**src/rtl/branch_ctrl.sv**
```systemverilog
// Program counter and conditional-branch resolver for the 8-bit MCU.
// Branches issued while the flags register is loading are held until the flags settle.
module branch_ctrl #(
  parameter int unsigned               PC_WIDTH     = 8,
  parameter logic        [PC_WIDTH-1:0] RESET_VECTOR = '0
) (
  input  logic                clk,
  input  logic                reset,
  input  logic                pc_en,
  input  logic                br_req,
  input  logic [2:0]          br_cond,
  input  logic [PC_WIDTH-1:0] br_target,
  input  logic                flags_pending,
  input  logic                zero,
  input  logic                carry,
  input  logic                overflow,
  output logic [PC_WIDTH-1:0] pc,
  output logic                br_busy,
  output logic                br_done,
  output logic                br_taken,
  output logic                flush
);

  typedef enum logic [0:0] {StIdle, StWaitFlags} state_e;

  localparam logic [PC_WIDTH-1:0] PcOne = PC_WIDTH'(1);

  state_e                state_q, state_d;
  logic [PC_WIDTH-1:0]   pc_q, pc_d;
  logic [2:0]            cond_q, cond_d;
  logic [PC_WIDTH-1:0]   target_q, target_d;
  logic                  done_q, done_d;
  logic                  taken_q, taken_d;

  logic                  resolve;
  logic [2:0]            eval_cond;
  logic [PC_WIDTH-1:0]   eval_target;
  logic                  cond_met;

  always_comb begin
    unique case (eval_cond)
      3'b000:  cond_met = 1'b1;
      3'b001:  cond_met = zero;
      3'b010:  cond_met = ~zero;
      3'b011:  cond_met = carry;
      3'b100:  cond_met = ~carry;
      3'b101:  cond_met = overflow;
      3'b110:  cond_met = ~overflow;
      default: cond_met = 1'b0;  // reserved code: never taken
    endcase
  end

  always_comb begin
    state_d     = state_q;
    pc_d        = pc_q;
    cond_d      = cond_q;
    target_d    = target_q;
    done_d      = 1'b0;
    taken_d     = 1'b0;
    resolve     = 1'b0;
    eval_cond   = br_cond;
    eval_target = br_target;

    unique case (state_q)
      StIdle: begin
        if (br_req) begin
          if (flags_pending) begin
            cond_d   = br_cond;
            target_d = br_target;
            state_d  = StWaitFlags;
          end else begin
            resolve = 1'b1;
          end
        end else if (pc_en) begin
          pc_d = pc_q + PcOne;
        end
      end
      StWaitFlags: begin
        eval_cond   = cond_q;
        eval_target = target_q;
        if (!flags_pending) begin
          resolve = 1'b1;
          state_d = StIdle;
        end
      end
      default: state_d = StIdle;
    endcase

    if (resolve) begin
      done_d  = 1'b1;
      taken_d = cond_met;
      pc_d    = cond_met ? eval_target : pc_q + PcOne;
    end
  end

  always_ff @(posedge clk or posedge reset) begin
    if (reset) begin
      state_q  <= StIdle;
      pc_q     <= RESET_VECTOR;
      cond_q   <= '0;
      target_q <= '0;
      done_q   <= 1'b0;
      taken_q  <= 1'b0;
    end else begin
      state_q  <= state_d;
      pc_q     <= pc_d;
      cond_q   <= cond_d;
      target_q <= target_d;
      done_q   <= done_d;
      taken_q  <= taken_d;
    end
  end

  assign pc       = pc_q;
  assign br_busy  = (state_q == StWaitFlags);
  assign br_done  = done_q;
  assign br_taken = taken_q;
  assign flush    = taken_q;

endmodule

```
**config.mk**
```make
export PLATFORM = sky130hd
export DESIGN_NAME = branch_ctrl
export DESIGN_NICKNAME = d
export VERILOG_FILES = /design/src/rtl/branch_ctrl.sv
export SDC_FILE = /design/constraint.sdc
export NUM_CORES = 1
export LEC_CHECK = 0
export ABC_AREA = 1
export CAP_MARGIN = 10
export CORE_ASPECT_RATIO = 0.7
export CORE_MARGIN = 8
export CORE_UTILIZATION = 40
export DETAILED_ROUTE_END_ITERATION = 16
export DONT_BUFFER_PORTS = 1
export GPL_TIMING_DRIVEN = 0
export PLACE_DENSITY = 0.54
export SYNTH_ARGS = -nofsm -noshare
export SYNTH_HDL_FRONTEND = slang
export SYNTH_SLANG_ARGS = --single-unit
```
**constraint.sdc**
```tcl
create_clock -name clk -period 3.1 [get_ports clk]
set_input_delay 0.775 -clock clk [delete_from_list [all_inputs] [get_ports clk]]
set_output_delay 0.775 -clock clk [all_outputs]
set_load 0.03 [all_outputs]
```
Yosys cells after proc, flatten, opt, wreduce, memory -nomap -nowiden
Cells that the tools add are included.
Storage, ports and cells
  memory bits (writable): 0
  bits in read-only memories: 0
  word-level logic and storage cells: 39
  input port bits: 19
  flip-flop bits (word level): 22
  memories: 0
  output and inout port bits: 12
  latch bits: 0
Operators by class
  bitwise gates (word level): 4
  div/mod/pow operators: 0
  reductions and logical operators: 4
  $add $sub $neg: 1
  shifts and indexed selects: 0
  $lt $le $gt $ge: 0
  mux-type cells: 16
  eq/ne operators: 8
  multiply operators: 0
Operators by type and width (count)
  $mux W8: 6
  $eq A3 B3 Y1 const B: 3
  $add A8 B1 Y8 const B: 1
  $pmux W1 S7: 1
  $eq A3 B2 Y1 const B: 2
  $mux W1: 6
  $reduce_and A3 Y1: 2
  $ne A2 B1 Y1 const B: 2
  $not A1 Y1: 4
  $pmux W1 S2: 2
  $eq A3 B1 Y1 const B: 1
  $logic_not A3 Y1: 1
  $mux W3: 1
  $reduce_bool A2 Y1: 1

Longest topological paths before layout
Gate-level depths: netlist of run 1.
  depth after elaboration: 5
  mapped depth: 12
  depth with buffers taken out: 12

Least setup slack after synthesis of run 1
OpenSTA, ideal clock, no wires.
  path type: input-to-reg
  start point: in br_req
  end point: reg pc_q[0] (netlist: pc[0])
  slack: 1468 ps
  data arrival time: 1515 ps
  stages on the path: 6
  required time: 2982 ps
  buffers on the path: 0
  library setup time: 118 ps
  path through: nor2_2 > nor2_8 > o21ai_2 > inv_2 > nand3_1 > nand2_1
On the way
  word-level cells in the longest chain between the ends: 4
  elaborated cells between the ends (all ways): 7
  classes of those cells: 2 x eq/ne; 3 x mux; 2 x reduce/logical
Ends and longest elaborated chain
  from (decl): line 10  | input logic br_req,
  $mux W1: line 66  | if (br_req) begin
  $pmux W1 S2: line 64  | unique case (state_q)
  $ne A2 B1 Y1 (no line) or $reduce_bool A2 Y1 (tied branches)
  $reduce_and A3 Y1 (no line)
  to (signal assigned): line 106  | pc_q <= pc_d;
  to (decl): line 29  | logic [PC_WIDTH-1:0] pc_q, pc_d;
Several ways; a longest one is shown, not always the timed one.
A chain may end at the register's enable or synchronous reset.

Final worst setup path of run 1
  start point: reg state_q (netlist: br_busy)
  end point: reg pc_q[5] (netlist: pc[5])
On the way
  word-level cells in the longest chain between the ends: 5
  elaborated cells between the ends (all ways): 18
  classes of those cells: 8 x eq/ne; 6 x mux; 1 x bitwise; 3 x reduce/logical
Ends and longest elaborated chain
  from (decl): line 28  | state_e state_q, state_d;
  from (signal assigned): line 98  | state_q <= StIdle;
  from (signal assigned): line 105  | state_q <= state_d;
  $mux W3: line 64
  $eq A3 B3 Y1, or another cell as far along: line 41  | unique case (eval_cond)
  $pmux W1 S7: line 41
  $mux W8: line 92  | pc_d = cond_met ? eval_target : pc_q + PcOne;
  $mux W8: line 89  | if (resolve) begin
Several ways; a longest one is shown, not always the timed one.

==> results of run 1 <==
cells by family after synthesis:
| kind of cell | Yosys count | share of synthesized area (%) |
|---|---|---|
| adder cells (fa/ha/maj) | 1 | 0.974 |
| multiplexers | 2 | 1.75 |
| flip-flops | 22 | 42.8 |
| XOR/XNOR | 6 | 4.09 |
| AND/OR/NAND/NOR | 89 | 32.4 |
| buffers and inverters | 27 | 8.86 |
| AO/OA/AOI/OAI | 21 | 9.06 |
layout by cell type, fill, tap and decap left out, drive strengths merged, types with 3 or more instances in the layout:
| cell | Yosys | routed |
|---|---|---|
| clkbuf | 2 | 5 |
| dfrtp | 22 | 22 |
| nand3 | 22 | 22 |
| xor2 | 3 | 3 |
| nor2 | 12 | 12 |
| o21ai | 17 | 17 |
| xnor2 | 3 | 3 |
| buf | 3 | 3 |
| nand2 | 54 | 54 |
| inv | 22 | 22 |
| a21oi | 4 | 4 |
worst max path at each step:
stage | to | start | depth (start not counted) | slack (ns)
6_report | pc[5]$_DFFE_PP0P_ | br_busy$_DFF_PP0_ | 7 | 1.31
5_1_grt | pc[5]$_DFFE_PP0P_ | br_busy$_DFF_PP0_ | 7 | 1.14
4_1_cts | pc[5]$_DFFE_PP0P_ | br_busy$_DFF_PP0_ | 7 | 1.28
3_5_place_dp | pc[5]$_DFFE_PP0P_ | br_req | 6 | 1.26
3_3_place_gp | pc[5]$_DFFE_PP0P_ | br_req | 6 | 1.26
2_1_floorplan | pc[0]$_DFFE_PP0P_ | br_req | 6 | 1.47
metal layers:
layer | part of all wire (%) | up-vias | GRT usage [%] | routed length (um)
li1 | - | 533 | - | -
met1 | 47 | 479 | 14.5 | 1340
met2 | 45 | 25 | 16.9 | 1270
met5 | 0 | - | 0 | 0
met4 | 0.32 | 0 | 1.93 | 9
met3 | 7.5 | 2 | 4.36 | 214
state kept, by name, summed over array words and instances, names as in the netlist:
| name | cells |
|---|---|
| pc | 8 |
| target_q | 8 |
| cond_q | 3 |
| br_busy | 1 |
| br_done | 1 |
| br_taken | 1 |
area by class of cell:
cell class | instances | area [um^2]
Fill cell | 328 | 1730
Tap cell | 38 | 47.5
Clock buffer | 3 | 41.3
Multi-Input combinational cell | 119 | 621
Sequential cell | 22 | 551
Inverter | 22 | 82.6
Buffer | 5 | 31.3
through the flow:
stage,instances,util [%]
2_1_floorplan,168,-
3_3_place_gp,206,42.9
3_5_place_dp,206,42.9
4_1_cts,209,44.2
5_1_grt,209,44.2
6_report,209,44.2
Yosys cell counts, types with 2 or more instances:
cell type	n	area, um^2
xor2_1	3	26.3
clkbuf_1	2	7.51
a21oi_1	4	20.0
nor2_2	3	18.8
o21ai_0	13	65.1
o21ai_2	3	26.3
nand3_1	22	110
nor2_1	7	26.3
inv_1	19	71.3
dfrtp_1	22	551
nand2_1	48	180
nand2_2	5	31.3
inv_2	3	11.3
mux2_2	2	22.5
xnor2_1	3	26.3
tightest hold or removal path, cell delays in order (launching register included):
cell and delay, ns:
dfrtp_1 0.34, nand2_1 0.05, o21ai_0 0.06
power by group:
| part | leakage [nW] | total [mW] | switching (mW) | internal, mW |
|---|---|---|---|---|
| registers | 0.267 | 0.519 | 0.166 | 0.353 |
| logic | 0.420 | 0.244 | 0.142 | 0.101 |
| clock network | 0.0216 | 0.171 | 0.0840 | 0.0865 |
| total | 0.709 | 0.933 | 0.392 | 0.541 |
==> results_dict.tcl, run 1 <==
set metrics [dict create \
    cp-end-kind "flip-flop" \
    syn-num-nets 188 \
    cpPeakStageDelay_ns 0.54 \
    period_needed_ns 1.79 \
    nets 193 \
    synth_cell_types 24 \
    die_area_um2 5310 \
    coreArea_um2 3110 \
    irDropWorstVdd_v 0.000333 \
    grt_pass1_wl_um 4860 \
    timing.setup.tns_ns 0 \
    vias 1039 \
    grt_usage_pct 11.1 \
    syn_area_per_cell_um2 7.65 \
    antenna_found_initial 0 \
    cts_hold_buffers 0 \
    postCtsSetupBuffers 0 \
    skew_ns 0.00135 \
    status "finished, final reports clean" \
    p_total_mw 0.933 \
    ys_seq_area_share_pct 42.8 \
    synth_seq_cells 22 \
    clock_latency_ns 0.25 \
    globalplace.congestion 0.726 \
    clk_pin_slew_ns 0.07 \
    drtIter0Drc 46 \
    synth_edf_count 0 \
    io_buffers 0 \
    crit_chain "buf_6 > nor2_2 > nor2_8 > o21ai_2 > inv_2 > nand3_1 > nand2_1" \
    grt_pass1_vias 1028 \
    power_density_nw_per_um2 679 \
    startpoint_type "flip-flop" \
    grt_max_degree 23 \
    grt_setup_unrepaired "no" \
    timing.fmax_mhz 560 \
    drt-pass1-iter-count 4 \
    cpMaxStageDelayCell "dfrtp_1" \
    hpwlAfterDp_um 2260 \
    drc_errors 0 \
    synth_area_um2 1280 \
    stdcell_area_um2 1370 \
    cts-root-buf "clkbuf_8" \
    holdCritStartpoint "target_q[2]$_DFFE_PP0P_" \
    placed_area_um2 1330 \
    vias_per_cell 4.97 \
    cts_tree "built" \
    yosys_warnings 0 \
    cts-htree-levels 1 \
    cts_sinks 22 \
    ant_nets 0 \
    cts_max_path_buffers 2 \
    crit_family "flip-flops" \
    relSlewSlack_pct 44.0 \
    crit_arrival_ns 1.93 \
    syn_to_final_growth_pct 6.91 \
    num_rows 17 \
    synthArstFlopShare_pct 100 \
    slew_violations 0 \
    globalRouteOverflowTotal 0 \
    dp_slack_ns 1.26 \
    power.leakage_nw 0.709 \
    hold_depth 2 \
    dieWidth_um 83.7 \
    r2r_setup_slack_ns 1.31 \
    drt-total-wl_um 2840 \
    drive_above_1_share_pct 14.6 \
    hold_ws_ns 0.488 \
    min_to "target_q[2]$_DFFE_PP0P_" \
    maxCapViolations 0 \
    cts_buffers 3 \
    path_buf_inv 2 \
    synth_ff_type "dfrtp_1" \
    reg2regPathDepth 7 \
    finalSetupViolations 0 \
    cp_max_fo 10 \
    fin_crit_sh_pct 57.6 \
    start_util_pct 41.4 \
    hold_class "flip-flop to flip-flop" \
    die_h_um 63.4 \
    ctsResizeCount 0 \
    criticalPathCategory "flip-flop to flip-flop" \
    worstMarginPinSlew_ns 0.838 \
    cp.required_ns 3.25 \
    netlist_instances 168 \
    ios 31 \
    wl_per_cell_um 13.6 \
    r2r_start "br_busy$_DFF_PP0_" \
    reg2reg_to "pc[5]$_DFFE_PP0P_" \
    setup_ws_ns 1.31 \
    insertedDiodeCount 0 \
    hold_viol_final 0 \
]
No activity file was read; power rests on OpenSTA's default activity.
==> run 2: changes to the inputs <==
- ABC_AREA: 1 -> 0
- clock period: 3.1 -> 1.8 ns (I/O delays scaled with it)
==> run 2 against run 1 <==
Net effect: the flow now finishes with violations (setup timing); via count down 5.2%; clock power rose by 110%; utilization up 5.1 points; critical path depth did not move; clock-buffer cell count increased by 1; sequential cell count is the same; setup slack lost 1.7 ns; combinational power rose by 130%; non-clock buffer count increased by 8; design area increased by 13%; largest cell class unchanged.
==> results_dict.tcl, run 2 <==
set metrics [dict create \
    grt_max_degree 23 \
    grt_setup_unrepaired "yes" \
    grt_usage_pct 12.7 \
    synthArstFlopShare_pct 100 \
    cp.required_ns 1.98 \
    maxCapViolations 0 \
    top_layer "met4" \
    drive_above_1_share_pct 28.3 \
    ant_nets 0 \
    crit_arrival_ns 2.39 \
    hold_class "input port to async pin" \
    vias 985 \
    startpoint_type "flip-flop" \
    criticalPathCategory "flip-flop to flip-flop" \
    reg2regPathDepth 7 \
    synth-compound-area-share_pct 15.1 \
    cts-htree-levels 1 \
    skew_ns 0.00770 \
    cts-root-buf "clkbuf_8" \
    status "finished, violations left" \
    grt_pass1_wl_um 5370 \
    drt-pass1-iter-count 4 \
    drtIter0Drc 66 \
    hpwlAfterDp_um 2240 \
    wl_per_cell_um 19.4 \
    met3_length_um 232 \
    syn_area_per_cell_um2 11.3 \
    cp-end-kind "flip-flop" \
    yosys_warnings 0 \
    io_buffers 0 \
    die_area_um2 5400 \
    coreArea_um2 3150 \
    nets 148 \
    dp_slack_ns -0.421 \
    synth_area_um2 1310 \
    cp_max_fo 10 \
    synth.most_common_cell "dfrtp_1" \
    synth_edf_count 0 \
    synth.area.mux_share_pct 21.9 \
    insertedDiodeCount 0 \
    synth_top_area_cell "dfrtp_1" \
    synth_seq_cells 22 \
    synth_cell_types 45 \
    grt_pass1_vias 1018 \
    drc_errors 0 \
    synth-simple-area-share_pct 15.5 \
    drt-total-wl_um 3200 \
    synth_area_leaders "dfrtp_1 42%, mux2_1 9.4%, mux2i_1 7.6%" \
    relSlewSlack_pct 41.9 \
    synth_top_family_by_area "multiplexers" \
    num_rows 17 \
    die_h_um 63.9 \
    synth-adder-area-share_pct 0.953 \
    p_total_mw 1.87 \
    cts_hold_buffers 0 \
    cts_buffers 3 \
    dieWidth_um 84.5 \
    start_util_pct 41.7 \
    cts_max_path_buffers 2 \
    wl_met1_um 1510 \
    layout_commonest_cell "dfrtp_1" \
    irDropWorstVdd_v 0.000614 \
    globalRouteOverflowTotal 0 \
    finalSetupViolations 9 \
    fin_crit_sh_pct 123 \
    cts_sinks 22 \
    hold_viol_final 0 \
    ys_seq_area_share_pct 41.9 \
    period_needed_ns 2.22 \
    slew_violations 0 \
    timing.fmax_mhz 451 \
    globalplace.congestion 0.762 \
    layout_common_cells "21 x dfrtp_1, 11 x mux2_1, 10 x mux2i_1, 8 x buf_4, 7 x nor2_1" \
    power.leakage_nw 0.620 \
    syn-num-nets 136 \
    clk_pin_slew_ns 0.08 \
    setup_ws_ns -0.416 \
    stdcell_area_um2 1550 \
    synth_ff_type "dfrtp_1" \
    netlist_instances 116 \
    power_density_nw_per_um2 1200 \
    netlist_top_cells_count "22 x dfrtp_1, 11 x mux2_1, 10 x mux2i_1" \
    clock_latency_ns 0.27 \
    synthDominantCellAreaShare_pct 41.9 \
    cts_tree "built" \
    yosys.area_share.xor_xnor_pct 0 \
    syn_to_final_growth_pct 18.4 \
    placed_area_um2 1370 \
    r2r_setup_slack_ns -0.42 \
    route.met2.wl_um 1440 \
    antenna_found_initial 0 \
    vias_per_cell 5.97 \
    worstMarginPinSlew_ns 0.871 \
    violations "setup timing" \
    ios 31 \
]
[run 2: cell type report]
cell class | instances | area [um^2]
buffer | 6 | 46.3
clock buffer | 4 | 55.1
fill | 308 | 1590
inverter | 5 | 18.8
multi-input combinational | 83 | 778
sequential | 22 | 552
tap | 38 | 47.5
timing repair buffer | 7 | 56.3
[run 2: report_power, final]
group	switching [mW]	total, mW	leakage [nW]	internal (mW)
registers	0.336	0.957	0.260	0.621
logic	0.262	0.553	0.331	0.291
clock network	0.161	0.356	0.0288	0.195
[run 2: cell families after synthesis]
logic type | count (synthesis)
buffers and inverters | 11
multiplexers | 24
flip-flops | 22
AO/OA/AOI/OAI | 25
AND/OR/NAND/NOR | 33
adder cells (fa/ha/maj) | 1
[run 2: timing repair]
item,4_1_cts,5_1_grt
buffers inserted,6,2
cloned,0,0
endpoints found under the setup margin,19,16
pin swaps,1,3
gates resized for setup,7,11
[run 2: per-stage QoR]
step / utilization [%] / std cells / hold slack, ns / TNS, ns
2_1_floorplan: - / 116 / 0.439 / -1.53
3_3_place_gp: 43.5 / 154 / 0.473 / -4.22
3_5_place_dp: 43.5 / 154 / 0.481 / -4.21
4_1_cts: 47.5 / 164 / 0.267 / -3.13
5_1_grt: 49.4 / 165 / 0.299 / -4.24
6_report: 49.4 / 165 / 0.242 / -3.13
[run 2: routing by layer]
metal | up-vias | global-route usage [%]
li1 | 463 | -
met1 | 493 | 16.6
met2 | 25 | 17.9
met3 | 4 | 5.48
met4 | 0 | 4.64
met5 | - | 0
[run 2: critical path: stages, from the launching register on]
cell	delay [ns]
dfrtp_2	0.51
buf_6	0.17
mux2_4	0.32
o211ai_1	0.26
a221oi_2	0.13
buf_6	0.17
or4_4	0.48
o31ai_2	0.08
[run 2: final timing paths]
path,from,endpoint
worst max-delay path,br_busy$_DFF_PP0_,pc[5]$_DFFE_PP0P_
worst min-delay path,reset,target_q[6]$_DFFE_PP0P_
worst max register to register,br_busy$_DFF_PP0_,pc[5]$_DFFE_PP0P_
worst min register to register,target_q[4]$_DFFE_PP0P_,target_q[4]$_DFFE_PP0P_
max in group asynchronous,reset,br_busy$_DFF_PP0_
min in group clk,br_target[7],target_q[7]$_DFFE_PP0P_
